`config.mk`:
```
export PLATFORM = sky130hd
export DESIGN_NAME = halfband_interp_mac_n
export DESIGN_NICKNAME = d
export VERILOG_FILES = /design/src/rtl/halfband_interp_mac_n.sv
export SDC_FILE = /design/constraint.sdc
export NUM_CORES = 2
export LEC_CHECK = 0
export ABC_AREA = 1
export BUFFER_PORTS_ARGS = -buffer_cell sky130_fd_sc_hd__buf_2
export CORE_ASPECT_RATIO = 2
export CORE_MARGIN = 10
export CORE_UTILIZATION = 45
export DETAILED_ROUTE_END_ITERATION = 6
export GPL_TIMING_DRIVEN = 0
export SLEW_MARGIN = 20
export SYNTH_ARGS = -nofsm -noshare
export SYNTH_HDL_FRONTEND = slang
export SYNTH_SLANG_ARGS = --single-unit
```
`constraint.sdc`:
```
create_clock -name clk -period 7.2 [get_ports clk]
set_input_delay 0.36 -clock clk [delete_from_list [all_inputs] [get_ports clk]]
set_output_delay 0.36 -clock clk [all_outputs]
set_load 0.02 [all_outputs]
```
`src/rtl/halfband_interp_mac_n.sv`:
```
// 2x halfband interpolator: the even phase is the centre tap (x/2), and the odd phase is a time-shared
// pre-add MAC over the symmetric pairs. Includes a shadow/active coefficient bank, bypass/mute modes,
// a saturating result, and sticky overrun/sat flags.
module halfband_interp_mac_n #(
    parameter int DATA_W    = 18,
    parameter int COEF_W    = 18,
    parameter int NUM_PAIRS = 2,
    parameter int ADDR_W    = 1
) (
    input  logic              clk,
    input  logic              reset,
    input  logic              sam_clk_en,
    input  logic              bit_rate_en,
    input  logic [DATA_W-1:0] x_in,
    input  logic [1:0]        mode,
    input  logic              coef_wr_en,
    input  logic [ADDR_W-1:0] coef_addr,
    input  logic [COEF_W-1:0] coef_data,
    output logic [DATA_W-1:0] y,
    output logic              y_valid,
    output logic              busy,
    output logic              overrun,
    output logic              sat
);

    localparam int TAPS    = 2 * NUM_PAIRS;
    localparam int PROD_W  = DATA_W + COEF_W;
    localparam int ACC_W   = DATA_W + COEF_W + $clog2(NUM_PAIRS) + 1;
    localparam int RES_LSB = COEF_W - 1;
    localparam int HI_W    = ACC_W - RES_LSB;
    localparam int TOP_W   = HI_W - DATA_W + 1;
    localparam logic [ADDR_W-1:0]        K_LAST = ADDR_W'(NUM_PAIRS - 1);
    localparam logic signed [DATA_W-1:0] Y_MAX  = {1'b0, {(DATA_W-1){1'b1}}};
    localparam logic signed [DATA_W-1:0] Y_MIN  = {1'b1, {(DATA_W-1){1'b0}}};
    localparam logic signed [DATA_W-1:0] Y_ZERO = {DATA_W{1'b0}};

    typedef enum logic [1:0] {
        ST_IDLE = 2'd0,
        ST_MAC  = 2'd1,
        ST_DONE = 2'd2
    } state_t;

    // hi is the accumulator from the result LSB upward; returns {saturated, clamped result}.
    function automatic logic [DATA_W:0] sat_result(input logic [HI_W-1:0] hi);
        logic [TOP_W-1:0] top;
        top = hi[HI_W-1:DATA_W-1];
        if ((top == {TOP_W{1'b0}}) || (top == {TOP_W{1'b1}})) begin
            sat_result = {1'b0, hi[DATA_W-1:0]};
        end else if (hi[HI_W-1]) begin
            sat_result = {1'b1, Y_MIN};
        end else begin
            sat_result = {1'b1, Y_MAX};
        end
    endfunction

    logic signed [DATA_W-1:0] x_q      [TAPS];
    logic signed [DATA_W-1:0] x_d      [TAPS];
    logic signed [COEF_W-1:0] shadow_q [NUM_PAIRS];
    logic signed [COEF_W-1:0] shadow_d [NUM_PAIRS];
    logic signed [COEF_W-1:0] active_q [NUM_PAIRS];
    logic signed [COEF_W-1:0] active_d [NUM_PAIRS];
    state_t                   state_q, state_d;
    logic [ADDR_W-1:0]        k_q, k_d;
    logic signed [ACC_W-1:0]  acc_q, acc_d;
    logic signed [DATA_W-1:0] result_q, result_d;
    logic signed [DATA_W-1:0] y_q, y_d;
    logic                     y_valid_q, y_valid_d;
    logic                     busy_q, busy_d;
    logic                     overrun_q, overrun_d;
    logic                     sat_q, sat_d;
    logic                     phase_q, phase_d;

    logic signed [DATA_W-1:0] pre_s [NUM_PAIRS];
    logic signed [DATA_W-1:0] pre_sel_s;
    logic signed [COEF_W-1:0] coef_sel_s;
    logic signed [PROD_W-1:0] prod_s;
    logic [DATA_W:0]          sat_res_s;
    logic signed [DATA_W-1:0] centre_s;
    logic                     phase_eff_s;

    // Pre-add every symmetric pair and select the pair and coefficient for the current MAC step.
    always_comb begin
        pre_sel_s  = Y_ZERO;
        coef_sel_s = {COEF_W{1'b0}};
        for (int i = 0; i < NUM_PAIRS; i++) begin
            pre_s[i]   = (x_q[NUM_PAIRS-1-i] >>> 1) + (x_q[NUM_PAIRS+i] >>> 1);
            pre_sel_s  = pre_sel_s | ((k_q == ADDR_W'(i)) ? pre_s[i] : Y_ZERO);
            coef_sel_s = coef_sel_s | ((k_q == ADDR_W'(i)) ? active_q[i] : {COEF_W{1'b0}});
        end
        prod_s    = coef_sel_s * pre_sel_s;
        sat_res_s = sat_result(acc_q[ACC_W-1:RES_LSB]);
    end

    // Next-state logic for the delay line, coefficient banks, MAC sequencer and output phase.
    always_comb begin
        x_d         = x_q;
        shadow_d    = shadow_q;
        active_d    = active_q;
        state_d     = state_q;
        k_d         = k_q;
        acc_d       = acc_q;
        result_d    = result_q;
        y_d         = y_q;
        y_valid_d   = 1'b0;
        busy_d      = busy_q;
        overrun_d   = overrun_q;
        sat_d       = sat_q;
        phase_d     = phase_q;
        phase_eff_s = phase_q;

        if (sam_clk_en) begin
            x_d[0] = x_in;
            for (int i = 1; i < TAPS; i++) begin
                x_d[i] = x_q[i-1];
            end
            active_d    = shadow_q;
            phase_eff_s = 1'b0;
        end else begin
            phase_eff_s = phase_q;
        end

        // A write in the same clk as sam_clk_en misses this copy, so it becomes active one sample later.
        for (int i = 0; i < NUM_PAIRS; i++) begin
            if (coef_wr_en && (coef_addr == ADDR_W'(i))) begin
                shadow_d[i] = coef_data;
            end else begin
                shadow_d[i] = shadow_q[i];
            end
        end

        case (state_q)
            ST_IDLE: begin
                if (sam_clk_en) begin
                    state_d = ST_MAC;
                    k_d     = {ADDR_W{1'b0}};
                    acc_d   = {ACC_W{1'b0}};
                    busy_d  = 1'b1;
                end else begin
                    state_d = ST_IDLE;
                end
            end
            ST_MAC: begin
                if (sam_clk_en) begin
                    overrun_d = 1'b1;
                    k_d       = {ADDR_W{1'b0}};
                    acc_d     = {ACC_W{1'b0}};
                    busy_d    = 1'b1;
                end else if (k_q == K_LAST) begin
                    acc_d   = acc_q + ACC_W'(prod_s);
                    k_d     = {ADDR_W{1'b0}};
                    state_d = ST_DONE;
                    busy_d  = 1'b0;
                end else begin
                    acc_d = acc_q + ACC_W'(prod_s);
                    k_d   = k_q + ADDR_W'(1);
                end
            end
            ST_DONE: begin
                result_d = sat_res_s[DATA_W-1:0];
                sat_d    = sat_q | sat_res_s[DATA_W];
                if (sam_clk_en) begin
                    state_d = ST_MAC;
                    k_d     = {ADDR_W{1'b0}};
                    acc_d   = {ACC_W{1'b0}};
                    busy_d  = 1'b1;
                end else begin
                    state_d = ST_IDLE;
                end
            end
            default: begin
                state_d = ST_IDLE;
                busy_d  = 1'b0;
            end
        endcase

        // The even phase sees the sample shifted in this same clk, hence x_d rather than x_q.
        centre_s = x_d[NUM_PAIRS] >>> 1;
        if (bit_rate_en) begin
            y_valid_d = 1'b1;
            phase_d   = ~phase_eff_s;
            case (mode)
                2'b00:   y_d = phase_eff_s ? result_q : centre_s;
                2'b01:   y_d = phase_eff_s ? Y_ZERO : x_d[NUM_PAIRS];
                2'b10:   y_d = x_d[NUM_PAIRS];
                2'b11:   y_d = Y_ZERO;
                default: y_d = Y_ZERO;
            endcase
        end else begin
            phase_d = phase_eff_s;
        end
    end

    // State registers with asynchronous clear.
    always_ff @(posedge clk or posedge reset) begin
        if (reset) begin
            for (int i = 0; i < TAPS; i++) begin
                x_q[i] <= {DATA_W{1'b0}};
            end
            for (int i = 0; i < NUM_PAIRS; i++) begin
                shadow_q[i] <= {COEF_W{1'b0}};
                active_q[i] <= {COEF_W{1'b0}};
            end
            state_q   <= ST_IDLE;
            k_q       <= {ADDR_W{1'b0}};
            acc_q     <= {ACC_W{1'b0}};
            result_q  <= {DATA_W{1'b0}};
            y_q       <= {DATA_W{1'b0}};
            y_valid_q <= 1'b0;
            busy_q    <= 1'b0;
            overrun_q <= 1'b0;
            sat_q     <= 1'b0;
            phase_q   <= 1'b0;
        end else begin
            x_q       <= x_d;
            shadow_q  <= shadow_d;
            active_q  <= active_d;
            state_q   <= state_d;
            k_q       <= k_d;
            acc_q     <= acc_d;
            result_q  <= result_d;
            y_q       <= y_d;
            y_valid_q <= y_valid_d;
            busy_q    <= busy_d;
            overrun_q <= overrun_d;
            sat_q     <= sat_d;
            phase_q   <= phase_d;
        end
    end

    assign y       = y_q;
    assign y_valid = y_valid_q;
    assign busy    = busy_q;
    assign overrun = overrun_q;
    assign sat     = sat_q;

endmodule

```
==> impl_results.md <==
* IO buf count at 65
* Syn_area_per_cell at 8.16 um2
* ANT nets after route at 0
* Outcome: complete, but fails checks
* GR Util met1 at 25.8%
* GR Layer Usage met3 at 2.55%
* CTS H-tree lvls at 1
* Slowest-stage cell, CP: fa_1
* Top cells by count, synth: nand2_1 (783), inv_1 (625), fa_1 (378)
* Worst-Margin Slew at 0.909 ns
* # Max-Cap Violations at 0
* Synth top area share at 30.2%
* Worst setup SP type: flip-flop
* GRT overflow at 0
* FF+latch count, synth at 225
* Die Y at 354 um
* Setup crit end kind: flip-flop
* Clock Path Buffers at 3
* Largest net degree at the start of global routing at 107
* I/O pins at 66
* Final Hold Vio Count at 0
* GP Congestion at 0.981
* Met2 GRT Util at 51.6%
* Routed WL per cell at 22.3 um
* Critical path class: reg2reg
* Cts bufs inserted at 24
* Via count at 21300
* Largest area contributor in the netlist: fa_1
* DR pass1 iterations at 5
* Fillers at 5195
* Vias in the first global route at 23400
* Syn_nets at 3640
* Core area at 0.0553 mm2
* Global-route wire length before repair at 137 mm
* Ys Warns at 0
* Final Critical Period at 7.25 ns
* Worst hold margin at 0.0299 ns
* GRT Total Usage at 27.4%
* DR iter-0 viols at 1177
* Unrepaired setup endpoints after global routing: true
* Vias per cell at 5.29
* Final core utilization at 55.1%
* Async SR Flop Fraction at 100%
* EDFF count, synth at 0
* Count leader, synth: nand2_1
* Routed WL at 89.9 mm
* Worst setup margin at -0.0494 ns
* Top_reg_cell synth: dfrtp_1
* HPWL reported at the end of detailed placement at 74.5 mm
* Clock sinks at 225
* Initial antenna violation count at 0
* Clk root buf: clkbuf_16
* Clock slew at reported path FFs at 0.07 ns
* Worst skew pair latency at 0.58 ns
* Register area at 0.00564 mm2
* Layout Area Growth over Synthesis at 21.5%
* Slowest stage delay, CP at 0.62 ns
* CP arrival at 7.73 ns
* # setup viols final at 4
* Multi-input logic area at 0.0187 mm2
* Max Clock Freq at 138 MHz
* Yosys cell types at 48
* Failing checks: negative setup slack
* Residual DRC count at 0
* Nets at 3847
* Top Usage Layer GRT: met2
* CTS tree: built
* HP Class: in2reg
* Worst path most repeated cell: nand2_1
* Top cells by area, synth: fa_1 (30%), dfrtp_1 (22%), nand2_1 (12%), inv_1 (9.4%), ha_1 (7.4%)
* Skew final at 0.0328 ns
* Slew margin rel. at 39.4%
* Largest fanout on the critical path at 10
* Gate Count Post-Synth at 3069
* Width of the die at 187 um
* Share of layout cells above drive strength 1 at 19.7%
* Row count at 122
* Data required time of the critical path at 7.69 ns
* N_diodes at 0
* Slew Limit Fails at 0
* Fin crit share at 101%
* Sequential element share of the synthesized area at 22.5%
* Cell area after synthesis at 0.0250 mm2
* Die area at 0.0661 mm2
* Initial Utilization at 45.3%
layer usage:
layer | vias to the layer above | wire, um
met5 | - | 0
met3 | 328 | 2930
met4 | 0 | 9870
met2 | 641 | 48400
met1 | 10600 | 28700
li1 | 9747 | -
worst max-delay path, delay by kind of cell (launching register included):
family	cells	cell delay, ns
DFF	1	0.43
AOI/OAI and AO/OA	5	1.12
buffers and inverters	2	0.34
adders and majority gates	9	3.96
and+or+nand+nor	15	1.29
per-stage QoR:
| step | setup WS (ns) | setup TNS, ns | instance area (um2) | cells |
|---|---|---|---|---|
| finish | -0.0494 | -0.0815 | 30400 | 4036 |
| global route | -0.300 | -4.40 | 30400 | 4036 |
| CTS | -0.0637 | -0.390 | 29000 | 3995 |
| detailed placement | -1.14 | -20.63 | 26400 | 3880 |
| global placement | -2.27 | -513.58 | 26300 | 3878 |
| floorplan | 0.299 | 0 | 25000 | 3069 |
cells by family after synthesis:
group                    Yosys count  synth area share (%)
adder cells (fa/ha/maj)          527                  37.7
AO/OA/AOI/OAI                    344                  7.80
flip-flops                       225                  22.5
XOR/XNOR                           8                 0.280
buffers and inverters            726                  11.3
AND/OR/NAND/NOR                 1239                  20.5
cell type report:
type                    count  share of cell area, %
plain buffers              93                   1.88
clock buffers              33                   2.25
clock inverters             9                  0.296
inverters                 633                   7.90
multi-input cells        2118                   61.4
flip-flops and latches    225                   18.5
well taps                 744                   3.06
repair buffers            181                   4.74
registers in the layout (all words and copies together) (netlist names):
signal	flops
k_q	1
acc_q	38
x_q	71
y_valid	1
result_q	18
active_q	36
y	18
phase_q	1
shadow_q	36
overrun	1
sat	1
state_q	2
busy	1
repair_timing:
item,CTS,global route
hold buffers,16,0
pin swaps,76,102
gates resized for setup,293,260
setup endpoints to repair,27,27
gates cloned,1,1
buffers inserted,56,40
hold endpoints to repair,56,0
placed cells by master, fill, tap and decap left out, drive strengths merged, types with 9 or more instances in the layout:
cell and count:
o211ai 17, nor3 12, nand3 164, nand3b 9
a22oi 17, a31oi 17, inv 631, ha 149
clkbuf 87, nand2 797, o21ai 180, buf 203
dlygate4sd3 16, dfrtp 225, a21oi 90, fa 378
nor2 242
path summary, 6_finish.rpt:
check / start / to / slack, ns / depth (start not counted)
max: x_q[57] / acc_q[24] / -0.05 / 31
min: x_in[4] / x_q[58] / 0.03 / 3
max reg2reg: x_q[57] / acc_q[24] / -0.05 / 31
min reg2reg: sat / sat / 0.48 / 1
max in group asynchronous: reset / x_q[56] / 5.54 / 5
min in group asynchronous: reset / shadow_q[9] / 0.34 / 3
Power is left out: the tool's default activity adds up to more than one toggle a clock period on the data nets, which glitch-free logic cannot reach.
